### config.mk
export PLATFORM = sky130hd
export DESIGN_NAME = if_id_pipe
export DESIGN_NICKNAME = d
export VERILOG_FILES = /design/src/rtl/if_id_pipe.sv
export SDC_FILE = /design/constraint.sdc
export NUM_CORES = 1
export LEC_CHECK = 0
export ABC_AREA = 0
export ABC_CLOCK_PERIOD_IN_PS = 10900
export BUFFER_PORTS_ARGS = -buffer_cell sky130_fd_sc_hd__buf_2
export CAP_MARGIN = 20
export CORE_AREA = 2 2 118 120
export CTS_CLUSTER_SIZE = 24
export DETAILED_ROUTE_END_ITERATION = 6
export DIE_AREA = 0 0 120 122
export PLACE_DENSITY = 0.75
export SYNTH_ARGS = -nofsm -noshare
export SYNTH_HDL_FRONTEND = slang
export SYNTH_SLANG_ARGS = --single-unit
### constraint.sdc
create_clock -name clk -period 10.9 [get_ports clk]
set_input_delay 1.09 -clock clk [delete_from_list [all_inputs] [get_ports clk]]
set_output_delay 1.09 -clock clk [all_outputs]
set_load 0.01 [all_outputs]
### src/rtl/if_id_pipe.sv
// if_id_pipe: IF/ID pipeline register with optional two-entry skid buffer, flush and NOP bubbles
module if_id_pipe #(
  parameter int              XLEN      = 32,
  parameter int              ILEN      = 32,
  parameter logic [ILEN-1:0] NOP_INSTR = 'h13,
  parameter logic [XLEN-1:0] RESET_PC  = '0,
  parameter bit              SKID      = 1'b1
) (
  input  logic            clk,
  input  logic            reset,
  input  logic            in_valid,
  output logic            in_ready,
  input  logic [XLEN-1:0] in_pc,
  input  logic [ILEN-1:0] in_instr,
  input  logic            flush,
  output logic            out_valid,
  input  logic            out_ready,
  output logic [XLEN-1:0] out_pc,
  output logic [ILEN-1:0] out_instr,
  output logic [1:0]      occupancy
);
  logic [XLEN-1:0] pc_q;
  logic [ILEN-1:0] instr_q;
  logic            accept;
  logic            retire;
  assign accept    = in_valid && in_ready;
  assign retire    = out_valid && out_ready;
  assign out_pc    = pc_q;
  assign out_instr = out_valid ? instr_q : NOP_INSTR;
  if (SKID) begin : g_skid
    typedef enum logic [1:0] {EMPTY = 2'd0, ONE = 2'd1, TWO = 2'd2} state_t;
    state_t          state_q;
    logic            in_ready_q;
    logic [XLEN-1:0] skid_pc_q;
    logic [ILEN-1:0] skid_instr_q;
    assign in_ready  = in_ready_q;
    assign out_valid = state_q != EMPTY;
    assign occupancy = state_q;
    // main/skid FSM; in_ready is registered so out_ready never reaches it combinationally
    always_ff @(posedge clk) begin
      if (reset) begin
        state_q    <= EMPTY;
        in_ready_q <= 1'b1;
        pc_q       <= RESET_PC;
        instr_q    <= NOP_INSTR;
      end else if (flush) begin
        state_q    <= EMPTY;
        in_ready_q <= 1'b1;
      end else begin
        case (state_q)
          EMPTY: if (accept) begin
            state_q <= ONE;
            pc_q    <= in_pc;
            instr_q <= in_instr;
          end
          ONE: if (accept && retire) begin
            pc_q    <= in_pc;
            instr_q <= in_instr;
          end else if (accept) begin
            state_q      <= TWO;
            in_ready_q   <= 1'b0;
            skid_pc_q    <= in_pc;
            skid_instr_q <= in_instr;
          end else if (retire) begin
            state_q <= EMPTY;
          end
          TWO: if (retire) begin
            state_q    <= ONE;
            in_ready_q <= 1'b1;
            pc_q       <= skid_pc_q;
            instr_q    <= skid_instr_q;
          end
          default: begin
            state_q    <= EMPTY;
            in_ready_q <= 1'b1;
          end
        endcase
      end
    end
  end else begin : g_single
    logic v_q;
    assign in_ready  = !v_q || out_ready;
    assign out_valid = v_q;
    assign occupancy = {1'b0, v_q};
    // single holding register; flush drops both held and offered beats
    always_ff @(posedge clk) begin
      if (reset) begin
        v_q     <= 1'b0;
        pc_q    <= RESET_PC;
        instr_q <= NOP_INSTR;
      end else begin
        v_q <= flush ? 1'b0 : accept ? 1'b1 : retire ? 1'b0 : v_q;
        if (accept && !flush) begin
          pc_q    <= in_pc;
          instr_q <= in_instr;
        end
      end
    end
  end
endmodule
==> results.toml <==
[status]
status = "completed"

[synth]
ys_seq_area_share_pct = 61.9
ys_async_sr_fraction_pct = 0
synth_top_family_by_area = "compound AO/OA/AOI/OAI gates"
ys_warn_count = 0
synth-simple-area-share_pct = 10.1
synth-compound-area-share_pct = 12.6
synth_cell_types = 30
synth_mux_area_share_pct = 11.6
synth_ff_type = "dfxtp_1"
synth_area_um2 = 5270
synth-seq-cells = 131
synthAdderAreaFrac_pct = 0
syn_nets = 479
netlist_instances = 410
syn_avg_cell_area_um2 = 12.8
synth_edf_count = 64
synth_xor_area_share_pct = 0.166

[layout]
layout_common_cells = "135 x buf_2, 67 x dfxtp_1, 64 x edfxtp_1"
area_delta_synth_final_pct = 27.8
multi_input_area_um2 = 1830
seq_area_um2 = 3260
finalNonFillerCells = 732
nets = 608
layout_commonest_cell = "buf_2"
fillCellCount = 1206
n_antenna_cell = 0
final_util_pct = 49.8
final_layout_size_suffix_gt1_share_pct = 37.1

[detailed_routing]
wl_met1_mm = 5.28
post-route-drc-count = 0
maxUsedRoutingLayer = "met4"
drtPass1Iterations = 4
wl_per_cell_um = 15.4
wl_met3_um = 688
drt_iter0_markers = 191
via_per_inst = 4.92
antenna_left = 0
wl_met2_mm = 5.10
via_count = 3600
drt_wl_total_mm = 11.3

[sta]
finalSetupViolCount = 0
tightest_slew_ns = 0.938
setup_ws_ns = 8.05
hold_viol = 0
rsz0062_at_grt = "false"
period_share_pct = 26.1
fin_crit_ns = 2.85
max-slew-margin-rel_pct = 37.5
clock_skew_ns = 0.0107
timing.fmax_mhz = 351
slew_violations = 0
setup_tns_ns = 0

[clock_tree]
cts_sinks = 131
h-tree-depth = 4
cts-hold-fix-buffers = 0
post_cts_buffers = 0
clockBufferDepth = 2
cts_resized = 0
cts-root-buf = "clkbuf_16"
cts_tree = "yes"
clk_pin_slew_ns = 0.06
cts_made_buffers = 17
clk_latency_ns = 0.42

[power]
seqPwrFrac_pct = 43.3
p_clk_share_pct = 49.5
power_density_nw_per_um2 = 186
p_total_mw = 1.25
power_frac_comb_pct = 7.2
peakVddDrop_uv = 94.7
swShare_pct = 21.6
power_leakage_nw = 2.99
intPower_mw = 0.984
p_sw_mw = 0.271

[place]
io_buffers = 136
place_inst = 699
dp_hpwl_mm = 7.22
post-place-ws_ns = 8.17
globalplace.congestion = 0.693

[die]
initial_core_util_pct = 39.0
die_w_um = 120
die-area_um2 = 14600
num_rows = 43
core_um2 = 13500
pin_count = 137
die_h_um = 122

[global_route]
grt-ovfl-total = 0
track_usage_pct = 15.9
grt_pass1_vias = 3711
grt_pass1_wl_mm = 18.0
grt_max_degree = 72
antenna_found_initial = 0

[critical_path]
crit_path_max_incr_delay_ns = 0.56
cp-end-kind = "primary output"
crit_chain = "nor2_2 -> buf_4 -> or2_2 -> buf_2"
critPathMaxFanout = 33
crit_arrival_ns = 1.76
worstSetupPathType = "reg2out"
worstPathRequired_ns = 9.81
slowest_stage = "dfxtp_1"
start_kind = "register"

[run]
maxCapViolCount = 0

[min_path]
min-delay-path-class = "reg2reg"
[worst max-delay path: cells and delay by family, from the launching register on]
family | cells | cell delay [ns]
simple gates | 2 | 0.38
buf+inv | 2 | 0.40
flops | 1 | 0.56
[cell type report]
| type | instances | area share [%] |
|---|---|---|
| well taps | 180 | 3.35 |
| flip-flops and latches | 131 | 48.5 |
| multi-input cells | 244 | 27.2 |
| repair buffers | 142 | 11.1 |
| clock buffers | 18 | 6.52 |
| clock inverters | 14 | 3.12 |
| inverters | 3 | 0.167 |
[final timing paths]
| kind | from | endpoint | slack [ns] | cells after the start |
|---|---|---|---|---|
| max | occupancy[1] | out_instr[1] | 8.05 | 4 |
| min | instr_q[12] | instr_q[12] | 0.49 | 2 |
| max reg2reg | occupancy[1] | instr_q[17] | 8.95 | 5 |
| min reg2reg | instr_q[12] | instr_q[12] | 0.49 | 2 |
[state kept, by name, summed over array words and instances, names as in the netlist]
name,count
g_skid.skid_instr_q,32
g_skid.skid_pc_q,32
in_ready,1
instr_q,32
occupancy,2
out_pc,32
[power by group through the flow]
| stage | sequential [mW] | combinational, mW | clock (mW) |
|---|---|---|---|
| 4_1_cts | 0.543 | 0.0918 | 0.633 |
| 3_5_place_dp | 0.553 | 0.0912 | 0 |
| 5_1_grt | 0.545 | 0.100 | 0.652 |
| 6_report | 0.543 | 0.0907 | 0.621 |
| 2_1_floorplan | 0.556 | 0.0528 | 0 |
| 3_3_place_gp | 0.552 | 0.0876 | 0 |
[cell families after synthesis]
| kind of cell | Yosys count |
|---|---|
| AND/OR/NAND/NOR | 110 |
| multiplexers | 61 |
| buffers and inverters | 35 |
| XOR/XNOR | 1 |
| flip-flops | 131 |
| AO/OA/AOI/OAI | 72 |
[per-stage QoR]
step / area (µm²) / hold WS, ns
2_1_floorplan: 5270 / 0.468
3_3_place_gp: 6050 / 0.484
3_5_place_dp: 6050 / 0.488
4_1_cts: 6700 / 0.494
5_1_grt: 6730 / 0.515
6_report: 6730 / 0.493
[synthesized netlist by cell type (all sizes together) (4+ instances only)]
library cell  instances  area [µm²]
dfxtp                67        1340
a211oi               64         596
edfxtp               64        1920
nor2                 63         236
mux2i                61         611
nor2b                30         190
buf                  19         119
clkbuf               13        56.3
a21oi                 4        20.0
nor3                  4        20.0
[metal layers]
layer  global-route usage, %  vias up
met4                    7.43        0
met2                    24.5      105
met3                    5.76       16
met5                       0        -
met1                    20.0     1710
li1                        -     1769
(Power assumes the default switching activity.)
